### config.mk
export PLATFORM = sky130hd
export DESIGN_NAME = fetch_unit
export DESIGN_NICKNAME = d
export VERILOG_FILES = /design/src/rtl/fetch_unit.sv
export SDC_FILE = /design/constraint.sdc
export NUM_CORES = 1
export LEC_CHECK = 0
export BUFFER_PORTS_ARGS = -buffer_cell sky130_fd_sc_hd__buf_2
export CORE_MARGIN = 1
export CORE_UTILIZATION = 45
export CTS_CLUSTER_SIZE = 28
export DETAILED_ROUTE_END_ITERATION = 12
export PLACE_DENSITY = 0.64
export SYNTH_ARGS = -nofsm -noshare
export SYNTH_HDL_FRONTEND = slang
export SYNTH_SLANG_ARGS = --single-unit
### constraint.sdc
create_clock -name clk -period 3 [get_ports clk]
set_clock_uncertainty 0.15 [all_clocks]
set_input_delay 0.6 -clock clk [delete_from_list [all_inputs] [get_ports clk]]
set_output_delay 0.6 -clock clk [all_outputs]
set_load 0.02 [all_outputs]
### src/rtl/fetch_unit.sv
// Instruction fetch stage: owns the PC, registers ROM words into the IR and handles
// jump/call/return with a return-address stack. Define FETCH_PERF_EN for fetch/bubble counters.
module fetch_unit #(
    parameter int WORD_WIDTH  = 24,
    parameter int ADDR_BITS   = 8,
    parameter int OP_BITS     = 8,
    parameter int STACK_DEPTH = 8
) (
    input  logic                          clk,
    input  logic                          rst_n,
    output logic [ADDR_BITS-1:0]          rom_addr,
    input  logic [WORD_WIDTH-1:0]         rom_data,
    input  logic                          stall,
    input  logic                          jmp_en,
    input  logic                          cll_en,
    input  logic                          ret_en,
    input  logic [ADDR_BITS-1:0]          tgt_addr,
    input  logic                          halt,
    output logic [WORD_WIDTH-1:0]         ir,
    output logic [OP_BITS-1:0]            opcode,
    output logic [WORD_WIDTH-OP_BITS-1:0] operand,
    output logic [ADDR_BITS-1:0]          ir_pc,
    output logic                          ir_valid,
    output logic                          stack_err,
    output logic                          halted
`ifdef FETCH_PERF_EN
    ,
    output logic [15:0]                   fetch_cnt,
    output logic [15:0]                   bubble_cnt
`endif
);

    localparam int SP_BITS = $clog2(STACK_DEPTH) + 1;

    typedef enum logic [1:0] {S_BOOT, S_RUN, S_HALT} state_t;

    state_t                  state_q, state_d;
    logic [ADDR_BITS-1:0]    pc_q, pc_d;
    logic [WORD_WIDTH-1:0]   ir_q, ir_d;
    logic [ADDR_BITS-1:0]    ir_pc_q, ir_pc_d;
    logic                    ir_valid_q, ir_valid_d;
    logic [SP_BITS-1:0]      sp_q, sp_d;
    logic                    err_q, err_d;
    logic [ADDR_BITS-1:0]    stack_q [STACK_DEPTH];
    logic                    push_en;
    logic [SP_BITS-1:0]      sp_dec;
    logic [SP_BITS-2:0]      top_idx;
    logic [ADDR_BITS-1:0]    ret_addr;

    assign sp_dec   = sp_q - SP_BITS'(1);
    assign top_idx  = sp_dec[SP_BITS-2:0];
    assign ret_addr = ir_pc_q + ADDR_BITS'(1);

    always_comb begin
        state_d    = state_q;
        pc_d       = pc_q;
        ir_d       = ir_q;
        ir_pc_d    = ir_pc_q;
        ir_valid_d = ir_valid_q;
        sp_d       = sp_q;
        err_d      = err_q;
        push_en    = 1'b0;
        case (state_q)
            // ROM output is not meaningful in the first cycle after reset.
            S_BOOT: begin
                state_d    = S_RUN;
                ir_valid_d = 1'b0;
            end
            S_RUN: begin
                if (halt) begin
                    state_d    = S_HALT;
                    ir_valid_d = 1'b0;
                end else if (ret_en) begin
                    ir_valid_d = 1'b0;
                    if (sp_q != '0) begin
                        pc_d = stack_q[top_idx];
                        sp_d = sp_dec;
                    end else begin
                        pc_d  = '0;
                        err_d = 1'b1;
                    end
                end else if (cll_en) begin
                    ir_valid_d = 1'b0;
                    pc_d       = tgt_addr;
                    if (sp_q == SP_BITS'(STACK_DEPTH)) begin
                        err_d = 1'b1;
                    end else begin
                        push_en = 1'b1;
                        sp_d    = sp_q + SP_BITS'(1);
                    end
                end else if (jmp_en) begin
                    ir_valid_d = 1'b0;
                    pc_d       = tgt_addr;
                end else if (!stall) begin
                    ir_d       = rom_data;
                    ir_pc_d    = pc_q;
                    ir_valid_d = 1'b1;
                    pc_d       = pc_q + ADDR_BITS'(1);
                end
            end
            default: ;
        endcase
    end

    always_ff @(posedge clk) begin
        if (!rst_n) begin
            state_q    <= S_BOOT;
            pc_q       <= '0;
            ir_q       <= '0;
            ir_pc_q    <= '0;
            ir_valid_q <= 1'b0;
            sp_q       <= '0;
            err_q      <= 1'b0;
        end else begin
            state_q    <= state_d;
            pc_q       <= pc_d;
            ir_q       <= ir_d;
            ir_pc_q    <= ir_pc_d;
            ir_valid_q <= ir_valid_d;
            sp_q       <= sp_d;
            err_q      <= err_d;
        end
    end

    // Stack contents need no reset: the pointer alone defines what is valid.
    always_ff @(posedge clk) begin
        if (rst_n && push_en) begin
            stack_q[sp_q[SP_BITS-2:0]] <= ret_addr;
        end
    end

    assign rom_addr  = pc_q;
    assign ir        = ir_q;
    assign opcode    = ir_q[WORD_WIDTH-1 -: OP_BITS];
    assign operand   = ir_q[WORD_WIDTH-OP_BITS-1:0];
    assign ir_pc     = ir_pc_q;
    assign ir_valid  = ir_valid_q;
    assign stack_err = err_q;
    assign halted    = (state_q == S_HALT);

`ifdef FETCH_PERF_EN
    logic        fetch_inc, bubble_inc;
    logic [15:0] fetch_cnt_q, bubble_cnt_q;

    assign fetch_inc  = (state_q == S_RUN) && !halt && !ret_en && !cll_en && !jmp_en && !stall;
    assign bubble_inc = (state_q == S_RUN) && !halt && (ret_en || cll_en || jmp_en || stall);

    always_ff @(posedge clk) begin
        if (!rst_n) begin
            fetch_cnt_q  <= '0;
            bubble_cnt_q <= '0;
        end else begin
            if (fetch_inc && fetch_cnt_q != 16'hFFFF) fetch_cnt_q <= fetch_cnt_q + 16'd1;
            if (bubble_inc && bubble_cnt_q != 16'hFFFF) bubble_cnt_q <= bubble_cnt_q + 16'd1;
        end
    end

    assign fetch_cnt  = fetch_cnt_q;
    assign bubble_cnt = bubble_cnt_q;
`endif

endmodule
* Word-level counts from Yosys, hierarchy flattened
Memory sizes are Yosys's and may differ from the RTL's. Index checks and enable logic that the tools add are counted.
Storage, ports and cells: register bits 48, bits in latches 0, bits in writable memories 64, memory bits (read-only) 0, bits of input ports 39, output and inout port bits 67, word-level logic and storage cells 66, memories kept 1
Cells by class: add/sub/neg operators 4, multiply operators 0, div/mod/pow operators 0, order comparisons 0, equality and inequality tests 9, shift-type cells 0, mux-type cells 28, bitwise gates (word level) 5, reductions and logical operators 12
Memories:
- stack_q | words 8, width 8, read ports 1, clocked after memory_dff 0, write ports 1, RTL line 44 | logic [ADDR_BITS-1:0] stack_q [STACK_DEPTH];
Operators with widths (count):
- $mux 8 | 5
- $add 8x1->8 const B | 2
- $mux 1 | 16
- $mux 4 | 4
- $reduce_and 5->1 | 2
- $ne 2x2->1 const B | 3
- $ne 6x6->1 const B | 1
- $reduce_and 6->1 | 1
- $reduce_bool 2->1 | 3
- $not 1->1 | 5
- $add 4x1->4 const B | 1
- $eq 4x4->1 const B | 1
- $ne 4x1->1 const B | 1
- $pmux 2 s2 | 1
- $reduce_and 2->1 | 2
- $reduce_bool 4->1 | 1
- $sub 4x1->4 const B | 1
- $reduce_and 3->1 | 1
- $eq 2x1->1 const B | 1
- $eq 2x2->1 const B | 1
- $logic_not 2->1 | 1
- $mux 2 | 1
- $ne 2x1->1 const B | 1
- $pmux 1 s2 | 1
- $logic_and 1x1->1 | 1

* Logic depth before layout (Yosys ltp)
Gate-level depths: netlist (run 1).
depth after elaboration 9, mapped depth 8, gate-level depth less buffers 6

* Worst setup path before layout (run 1)
OpenSTA, ideal clock, no wires.
kind in2reg, start point in halt, end point mem stack_q[1][0], enable pin, setup time 0.383 ns, arrival time 2.167 ns, required time 2.467 ns, setup slack 0.299 ns, stages on the path 5, buffers on the path 1, cell sequence or3b_1 -> buf_6 -> nor4_1 -> nand2_1 -> nor3_1
On the way: cells in the longest elaborated chain, start to end 5
RTL lines:
- start: declaration | RTL line 18 | input logic halt,
- $mux 1 | RTL line 70 | if (halt) begin
- $mux 1 | RTL line 63 | case (state_q)
- $logic_and 1x1->1 | RTL line 127 | if (rst_n && push_en) begin
- $mux 1 | RTL line 127
- $mux 1 (not written as such) | RTL line 128 | stack_q[sp_q[SP_BITS-2:0]] <= ret_addr;
- end: declaration | RTL line 44
No other way between the ends.

* Worst setup path in the final report (run 1)
start point reg sp_q[1], end point reg pc_q[5] (netlist: rom_addr[5])
On the way: cells in the longest elaborated chain, start to end 4, elaborated cells between the ends (all ways) 5, those cells by class 1 x add/sub; 2 x mux; 1 x reduce/logical; 1 x memory
RTL lines:
- start: declaration | RTL line 42 | logic [SP_BITS-1:0] sp_q, sp_d;
- start signal: assignment | RTL line 120 | sp_q <= sp_d;
- $sub 4x1->4 | RTL line 50 | assign sp_dec = sp_q - SP_BITS'(1);
- $mem_v2 8x8
- $mux 8 * | RTL line 75 | if (sp_q != '0) begin
- $mux 8 * | RTL line 73 | end else if (ret_en) begin
- end signal: assignment | RTL line 116 | pc_q <= pc_d;
- end: declaration | RTL line 38 | logic [ADDR_BITS-1:0] pc_q, pc_d;
Mark *: on every way between the ends. The rest lies on a longest branch, timed or not. A chain may end at the register's enable or synchronous reset.

==> flow_metrics.tcl, run 1 <==
set metrics [dict create \
    status "completed" \
    cts_tree "yes" \
    finalNonFillerCells 647 \
    ys.warnings.count 0 \
    pre_cts_ws_ps 463 \
    holdCritPathClass "in2reg" \
    cts-resized-gates 0 \
    r2r_slack_ps 590 \
    fin_nets 550 \
    cts.reportedPaths.clkPinSlew_ps 100 \
    synth_compound_area_frac 0.106 \
    power_density_nw_per_um2 488 \
    worstPathMaxFanout 16 \
    start_util 0.467 \
    grt_max_degree 41 \
    clock_path_buffers 2 \
    synthArstFlopShare 0 \
    routed_wl_um 11000 \
    area_growth_pct 16.2 \
    antenna_found_initial 0 \
    synthesis.nets 456 \
    postCtsHoldBufs 0 \
    drv_cap 0 \
    total_power_mw 2.75 \
    num_rows 37 \
    synth_ff_type "edfxtp_1" \
    grt_setup_unrepaired "no" \
    synth-simple-area-share 0.126 \
    syn_area_sq_um 4840 \
    antenna_left 0 \
    gp_congestion 0.795 \
    grt_overflow 0 \
    dpl_cell_area_sq_um 5440 \
    synth_seq_area_share 0.595 \
    die-height_um 106 \
    fin_setup_tns_ps 0 \
    design_area_sq_um 5630 \
    synthCells 412 \
    clock_sinks 112 \
    cts_setup_buffers 0 \
    r2r_start "sp_q[1]$_SDFFE_PN0P_" \
    min-delay-start "rom_data[3]" \
    ys_types 49 \
    grt_usage 0.204 \
    peakVddDrop_mv 0.210 \
    diodes 0 \
    whs_endpoint "ir[3]$_SDFFE_PN0P_" \
    synth_area_per_cell_sq_um 11.8 \
    vias 3484 \
    reg2regPathDepth 5 \
    fin_util 0.543 \
    post-route-period-util 0.803 \
    synth_xor_area_frac 0.0199 \
    cp-start-kind "register" \
    insertion_delay_ps 370 \
    fillCellCount 880 \
    clock.fmax_mhz 415 \
    synth_mux_area_frac 0.0765 \
    cts-root-buf "clkbuf_8" \
    arrival_ps 2510 \
    drt_first_iter_violations 318 \
    synth-edff-count 64 \
    tightest_slew_ps 911 \
    grt_pass1_wl_um 17100 \
    ys_ff_latch 112 \
    worst_slack_ps 590 \
    final_common_cell "buf_2" \
    dp_cells 631 \
    drt-pass1-iter-count 5 \
    slew_violations 0 \
    finalSetupViolCount 0 \
    drive_gt1_frac 0.325 \
    h-tree-depth 3 \
    vias_per_cell 5.38 \
    synth_top_family_by_area "simple AND/OR/NAND/NOR gates" \
    leakagePower_nw 2.04 \
    detail_route.wl_per_cell_um 17.0 \
    port_buffers 105 \
    first_global_vias 3244 \
    die_x_um 106 \
    dieArea_sq_um 11200 \
    final_cell_mix "buf_2 (105), nand2_1 (74), edfxtp_1 (64)" \
    core_area_sq_um 10400 \
    dp_hpwl_um 7940 \
    slew_headroom 0.388 \
    cts_buffers 9 \
    cp.required_ps 3100 \
    drc 0 \
    fin_crit_ps 2410 \
    hold_viol 0 \
    whs_path_depth 3 \
    crit_type "reg2reg" \
    num_io_pins 106 \
    holdWs_ps 307 \
    endpoint_kind "register" \
    synth_fa_ha_area_frac 0.0129 \
    rr_endpoint "rom_addr[5]$_SDFFE_PN0P_" \
]
==> Yosys cell counts (all sizes together), types with 2 or more instances <==
master | count | share of area
nor3 | 4 | 0.0041
nor2 | 19 | 0.015
and4 | 2 | 0.0036
xnor2 | 6 | 0.011
a211oi | 3 | 0.0046
or3 | 4 | 0.0052
nand2 | 74 | 0.057
nor4 | 2 | 0.0057
o21ai | 13 | 0.013
buf | 32 | 0.048
nor2b | 2 | 0.0026
a21oi | 38 | 0.039
and3 | 3 | 0.0039
nand3b | 2 | 0.0031
a211o | 3 | 0.0072
clkbuf | 14 | 0.011
dfxtp | 48 | 0.20
nand2b | 2 | 0.0026
nand4 | 3 | 0.0039
mux4 | 16 | 0.074
xor2 | 5 | 0.0090
a22oi | 5 | 0.0078
a311o | 3 | 0.0062
inv | 7 | 0.0054
edfxtp | 64 | 0.40
a31oi | 8 | 0.010
ha | 5 | 0.013
o31ai | 2 | 0.0031
nand3 | 7 | 0.0072
==> report_power, final <==
group          total, mW  internal [mW]  leakage, nW  switching, mW
Sequential          1.65           1.62        0.861         0.0266
Clock              0.875          0.387        0.101          0.489
Combinational      0.221         0.0951         1.08          0.126
==> area by class of cell <==
cell class | instances | area, sq um | area share
Sequential cell | 112 | 2880 | 0.512
Tap cell | 136 | 170 | 0.0302
Clock inverter | 7 | 70.1 | 0.0124
Multi-Input combinational cell | 247 | 1650 | 0.293
Inverter | 7 | 26.3 | 0.00467
Clock buffer | 9 | 124 | 0.0220
Timing Repair Buffer | 129 | 706 | 0.125
==> flip-flops by register name, summed over array words and instances, names as in the netlist <==
register   flops
state_q        2
rom_addr       8
stack_err      1
sp_q           4
stack_q       64
ir_pc          8
ir_valid       1
ir            24
==> worst max-delay path: stages (launching register included) <==
cell and delay (ps):
dfxtp_1 470, inv_1 140, ha_1 720, mux4_2 400, a221oi_1 310, a21oi_1 100
==> layer usage <==
layer  vias up  part of all wire  global-route usage
met5         -                 0                   0
met3        13             0.061              0.0309
li1       1658                 -                   -
met4         0             0.017              0.0972
met1      1661              0.43               0.264
met2       152              0.49               0.336
==> cells by family (layout without fill, tap and decap cells) <==
family | count (synthesis) | count (layout)
AO/OA/AOI/OAI | 83 | 83
XOR/XNOR | 11 | 11
adder cells (fa/ha/maj) | 5 | 5
buffers and inverters | 53 | 152
flip-flops | 112 | 112
multiplexers | 17 | 17
AND/OR/NAND/NOR | 131 | 131
==> how the worst max path moves through the flow <==
stage | start | to | cells past startpoint
after detailed placement | halt | stack_q[1][2]$_DFFE_PP_ | 7
after CTS | sp_q[1]$_SDFFE_PN0P_ | rom_addr[5]$_SDFFE_PN0P_ | 5
after global routing | sp_q[1]$_SDFFE_PN0P_ | rom_addr[5]$_SDFFE_PN0P_ | 5
after floorplan | halt | stack_q[1][0]$_DFFE_PP_ | 5
after global placement | halt | stack_q[1][0]$_DFFE_PP_ | 7
final | sp_q[1]$_SDFFE_PN0P_ | rom_addr[5]$_SDFFE_PN0P_ | 5
(Power assumes the default switching activity.)
==> run 2: changes to the inputs <==
--- a/config.mk
+++ b/config.mk
@@ -10,7 +10,7 @@
 export CORE_UTILIZATION = 45
 export CTS_CLUSTER_SIZE = 28
 export DETAILED_ROUTE_END_ITERATION = 12
-export PLACE_DENSITY = 0.64
+export PLACE_DENSITY = 0.67
 export SYNTH_ARGS = -nofsm -noshare
 export SYNTH_HDL_FRONTEND = slang
 export SYNTH_SLANG_ARGS = --single-unit
==> constraint.sdc (replaced) <==
create_clock -name clk -period 2.1 [get_ports clk]
set_clock_uncertainty 0.15 [all_clocks]
set_input_delay 0.42 -clock clk [delete_from_list [all_inputs] [get_ports clk]]
set_output_delay 0.42 -clock clk [all_outputs]
set_load 0.02 [all_outputs]
==> run 2 against run 1 <==
  * Die area unchanged
  * First-iteration DRC count increased by 0.31%
  * Clock power increased by 52%
  * Critical path depth unchanged
  * Wire length increased by 6.3%
  * Hold slack got worse by 200 ps
  * Sequential power increased by 42%
  * Global-route usage increased by 1.3 points
==> flow_metrics.tcl, run 2 (same netlist as run 1, synthesis figures left out) <==
set metrics [dict create \
    finalSetupViolCount 0 \
    detail_route.wl_per_cell_um 17.5 \
    routed_wl_um 11700 \
    slew_violations 0 \
    grt_setup_unrepaired "yes" \
    p_int_mw 3.03 \
    cts.reportedPaths.clkPinSlew_ps 110 \
    post-route-period-util 0.998 \
    dieArea_sq_um 11200 \
    antenna_found_initial 0 \
    reg2regPathDepth 5 \
    cts-root-buf "clkbuf_8" \
    p_seq_frac 0.580 \
    antenna_left 0 \
    gp_congestion 0.813 \
    wl_met1_um 4930 \
    die-height_um 106 \
    leakagePower_nw 2.16 \
    drc 0 \
    combinationalPowerShare 0.091 \
    arrival_ps 2020 \
    finalNonFillerCells 666 \
    num_rows 37 \
    worstPathMaxFanout 8 \
    whs_path_depth 3 \
    hold_viol 0 \
    cpPeakStageDelay_ps 400 \
    cts_buffers 9 \
    core_area_sq_um 10400 \
    start_util 0.467 \
    crit_type "reg2reg" \
    cp.required_ps 2020 \
    min-delay-start "rom_data[15]" \
    drv_cap 0 \
    num_io_pins 106 \
    grt_overflow 0 \
    p_sw_mw 1.03 \
    die_x_um 106 \
    port_buffers 105 \
    largest_reg_flops 64 \
    area_growth_pct 22.3 \
    clock.fmax_mhz 477 \
    status "completed" \
    grt_max_degree 33 \
    insertion_delay_ps 390 \
    clock_path_buffers 2 \
    crit_chain "or3b_4 > nor4_4 > nand2_2 > buf_6 > nor2_4" \
    diodes 0 \
    peakVddDrop_mv 0.338 \
    power_density_nw_per_um2 684 \
    fin_nets 569 \
    clock_sinks 112 \
    drt_first_iter_violations 319 \
    critPathSlowestCell "or3b_4" \
    routed-wl-met2_um 5740 \
    fin_setup_tns_ps 0 \
    dp_hpwl_um 8640 \
    total_power_mw 4.05 \
    first_global_vias 3386 \
    dp_cells 649 \
    endpoint_kind "register" \
    final_cell_mix "buf_2 (105), nand2_1 (73), edfxtp_1 (64)" \
    vias_per_cell 5.44 \
    holdCritPathClass "in2reg" \
    cts_tree "yes" \
    route.met3.wl_um 690 \
    grt_usage 0.217 \
    maxUsedRoutingLayer "met4" \
    slew_headroom 0.727 \
    fin_crit_ps 2090 \
    p_sw_frac 0.253 \
    drive_gt1_frac 0.381 \
    drt-pass1-iter-count 5 \
    power_frac_clock 0.329 \
    r2r_start "state_q[0]$_SDFFE_PN0P_" \
    pre_cts_ws_ps -224 \
    worst_slack_ps 5.12 \
    grt_pass1_wl_um 18200 \
    cp-startpoint "state_q[0]$_SDFFE_PN0P_" \
    vias 3621 \
    cp-start-kind "register" \
    final_common_cell "buf_2" \
    h-tree-depth 3 \
    fin_util 0.571 \
    tightest_slew_ps 409 \
]
## run 2: changes by cell type in the layout (fill, tap and decap cells not counted), sizes merged
| cell | delta |
|---|---|
| buf | +19 |
| bufinv | -1 |
| clkbuf | +1 |
| clkinv | -4 |
| inv | +4 |
## run 2: power groups by stage
stage	combinational [mW]	clock [mW]	sequential [mW]
floorplan	0.200	0	2.41
global placement	0.357	0	2.40
detailed placement	0.362	0	2.40
CTS	0.364	1.37	2.35
global route	0.398	1.45	2.36
finish	0.368	1.33	2.35
## run 2: path summary, 6_finish.rpt
| check | to | slack, ps |
|---|---|---|
| worst min-delay path | ir[15]$_SDFFE_PN0P_ | 110 |
| worst max register to register | stack_q[7][6]$_DFFE_PP_ | 5 |
| worst max-delay path | stack_q[7][6]$_DFFE_PP_ | 5 |
| worst min register to register | ir[5]$_SDFFE_PN0P_ | 330 |
## run 2: per-layer routing
metal,vias to the layer above,global-route usage
li1,1707,-
met1,1738,0.279
met2,154,0.358
met3,22,0.0359
met4,0,0.103
met5,-,0
## run 2: final cells by class
class                   count  area, sq um
clock inverters             6         60.1
flip-flops and latches    112         2890
well taps                 136          170
clock buffers              10          149
multi-input cells         247         1740
repair buffers            148          896
inverters                   7         26.3
fillers                   852         4450
## run 2: critical path: cells and delay by family, from the launching register on
| kind | cells | cell delay [ps] |
|---|---|---|
| simple gates | 4 | 1100 |
| flops | 1 | 370 |
| buf+inv | 1 | 160 |
## run 2: metrics by stage
step / area (sq um) / hold WS (ps)
final: 5920 / 107
after global routing: 5920 / 112
after CTS: 5890 / 98.8
after detailed placement: 5670 / 311
after global placement: 5670 / 299
after floorplan: 4930 / 348
## run 2: repair_timing
item | 4_1_cts | 5_1_grt
gates resized for setup | 5 | 7
hold buffers | 0 | 0
setup endpoints to repair | 60 | 65
pin swaps | 4 | 7
setup buffers | 0 | 1
==> run 3: changes to the inputs <==
--- a/config.mk
+++ b/config.mk
@@ -5,12 +5,13 @@
 export SDC_FILE = /design/constraint.sdc
 export NUM_CORES = 1
 export LEC_CHECK = 0
+export ABC_AREA = 1
 export BUFFER_PORTS_ARGS = -buffer_cell sky130_fd_sc_hd__buf_2
 export CORE_MARGIN = 1
 export CORE_UTILIZATION = 45
 export CTS_CLUSTER_SIZE = 28
 export DETAILED_ROUTE_END_ITERATION = 12
-export PLACE_DENSITY = 0.67
+export PLACE_DENSITY = 0.66
 export SYNTH_ARGS = -nofsm -noshare
 export SYNTH_HDL_FRONTEND = slang
 export SYNTH_SLANG_ARGS = --single-unit
==> run 3 against run 2 <==
  * Global-route usage grew 0.95 points
  * Count of clock-buffer cells in the layout grew 1
  * Synthesized area grew 4.5%
  * Synthesized cell count grew 38%
  * Total power grew 3.8%
  * Hold slack lost 11 ps
  * First-iteration DRC count grew 31%
  * Via count grew 14%
  * Non-clock buffer count shrank 19
  * Core utilization shrank 2.1 points
  * Clock power grew 3%
==> flow_metrics.tcl, run 3 <==
set metrics [dict create \
    drt_first_iter_violations 419 \
    holdCritPathClass "in2reg" \
    hold_viol 0 \
    final_common_cell "nor2_1" \
    core_area_sq_um 10900 \
    cts-root-buf "clkbuf_8" \
    synthArstFlopShare 0 \
    grt_max_degree 41 \
    synthCells 567 \
    seqCellArea_sq_um 2880 \
    dp_hpwl_um 8910 \
    synth_seq_area_share 0.569 \
    vias 4135 \
    endpoint_kind "register" \
    peakVddDrop_mv 0.493 \
    cp-start-kind "register" \
    drive_gt1_frac 0.256 \
    ys_top_cells_by_area "edfxtp_1 (38%), dfxtp_1 (19%), nor2_1 (9.0%)" \
    cp.required_ps 2040 \
    reg2regPathDepth 7 \
    cts_tree "yes" \
    synth-edff-count 64 \
    largest_reg_flops 64 \
    antenna_left 0 \
    ys.warnings.count 0 \
    leakagePower_nw 2.72 \
    final_cell_mix "nor2_1 (113), buf_2 (105), nand2_1 (69)" \
    fin_nets 704 \
    ys_types 33 \
    tightest_slew_ps 452 \
    dieArea_sq_um 11700 \
    diodes 0 \
    arrival_ps 1860 \
    yosys.area.top_type "edfxtp_1" \
    h-tree-depth 3 \
    start_util 0.465 \
    drt-pass1-iter-count 5 \
    grt_pass1_wl_um 19500 \
    slew_violations 0 \
    yosys.cell_count.top_type "nor2_1" \
    die-height_um 108 \
    cts.reportedPaths.clkPinSlew_ps 100 \
    power_density_nw_per_um2 703 \
    clock_path_buffers 2 \
    multi_input_area_sq_um 1810 \
    post-route-period-util 0.917 \
    drv_cap 0 \
    finalSetupViolCount 0 \
    synth_area_per_cell_sq_um 8.93 \
    grt_setup_unrepaired "no" \
    clock_sinks 112 \
    drc 0 \
    fillCellCount 982 \
    gp_congestion 0.855 \
    syn_area_sq_um 5060 \
    ys_ff_latch 112 \
    postCtsHoldBufs 0 \
    num_io_pins 106 \
    antenna_found_initial 0 \
    detail_route.wl_per_cell_um 15.6 \
    area_growth_pct 18.3 \
    grt_overflow 0 \
    routed_wl_um 12600 \
    fin_setup_tns_ps 0 \
    slew_headroom 0.698 \
    cts_buffers 9 \
    clock.fmax_mhz 519 \
    cts_setup_buffers 0 \
    insertion_delay_ps 390 \
    synth_common_cells "nor2_1 (121), nand2_1 (72), edfxtp_1 (64)" \
    design_area_sq_um 5990 \
    die_x_um 108 \
    dpl_cell_area_sq_um 5760 \
    fin_crit_ps 1930 \
    num_rows 38 \
    port_buffers 105 \
    whs_path_depth 3 \
    vias_per_cell 5.14 \
    grt_usage 0.227 \
    synth_ff_type "edfxtp_1" \
    yosys.area.top_type_share 0.380 \
    worstPathMaxFanout 8 \
    status "completed" \
    crit_type "reg2reg" \
    synthesis.nets 611 \
    first_global_vias 3762 \
]
==> run 3: changes by cell type in the layout (fill, tap and decap cells not counted), moves of 5 or more <==
cell,before,now
a21oi_1,38,24
a22oi_1,5,0
a31oi_1,8,1
buf_4,35,21
buf_6,6,1
inv_1,7,42
mux4_2,16,0
nand3_1,7,51
nor2_1,13,113
nor2_4,5,10
o21ai_0,13,63
==> run 3: path summary, 6_finish.rpt <==
check | startpoint | to | slack (ps)
max | sp_q[1]$_SDFFE_PN0P_ | stack_q[2][1]$_DFFE_PP_ | 170
min | rom_data[14] | ir[14]$_SDFFE_PN0P_ | 100
max reg2reg | sp_q[1]$_SDFFE_PN0P_ | stack_q[2][1]$_DFFE_PP_ | 170
min reg2reg | stack_err$_SDFFE_PN0P_ | stack_err$_SDFFE_PN0P_ | 320
==> run 3: cell type report <==
cell class	count	area share
multi-input combinational	362	0.302
inverter	46	0.0293
clock buffer	11	0.0253
timing repair buffer	129	0.123
clock inverter	5	0.0104
tap	140	0.0293
sequential	112	0.482
==> run 3: what timing repair did <==
action	CTS	global route
endpoints found under the hold margin	0	0
resized for setup	0	3
endpoints found under the setup margin	0	67
==> run 3: layer usage <==
metal / wire length (um) / share of wire / GRT usage / up-vias
met5: 0 / 0 / 0 / -
met4: 217 / 0.017 / 0.0685 / 0
met3: 673 / 0.054 / 0.0615 / 17
met2: 5960 / 0.47 / 0.347 / 136
met1: 5710 / 0.45 / 0.313 / 1953
li1: - / - / - / 2029
==> run 3: cell families (layout without fill, tap and decap cells) <==
group / count (synthesis) / after routing / share of synthesized area
simple gates: 256 / 256 / 0.212
flops: 112 / 112 / 0.569
buf+inv: 93 / 191 / 0.0959
compound gates: 92 / 92 / 0.0917
xor+xnor: 9 / 9 / 0.0185
fa+ha+maj: 5 / 5 / 0.0124
==> run 3: where the power goes <==
part           switching, mW  internal [mW]
registers             0.0300           2.33
clock network          0.743          0.626
logic                  0.304          0.179
total                   1.08           3.13
==> run 3: critical path, cell delays in order, from the launching register on <==
cell,delay [ps]
dfxtp_1,340
inv_1,70
ha_4,160
nand3_2,70
nand2_2,70
nor4_4,310
nand2_4,180
nor2_4,270
==> run 3: stage by stage <==
step,utilization,hold slack [ps],std cells,power (mW),setup slack (ps)
2_1_floorplan,-,347,567,2.70,8.15
3_3_place_gp,0.529,299,789,2.87,79.4
3_5_place_dp,0.529,308,789,2.88,41.7
4_1_cts,0.549,85.6,805,4.23,25.9
5_1_grt,0.550,82.1,805,4.39,64.1
6_report,0.550,96.2,805,4.21,175
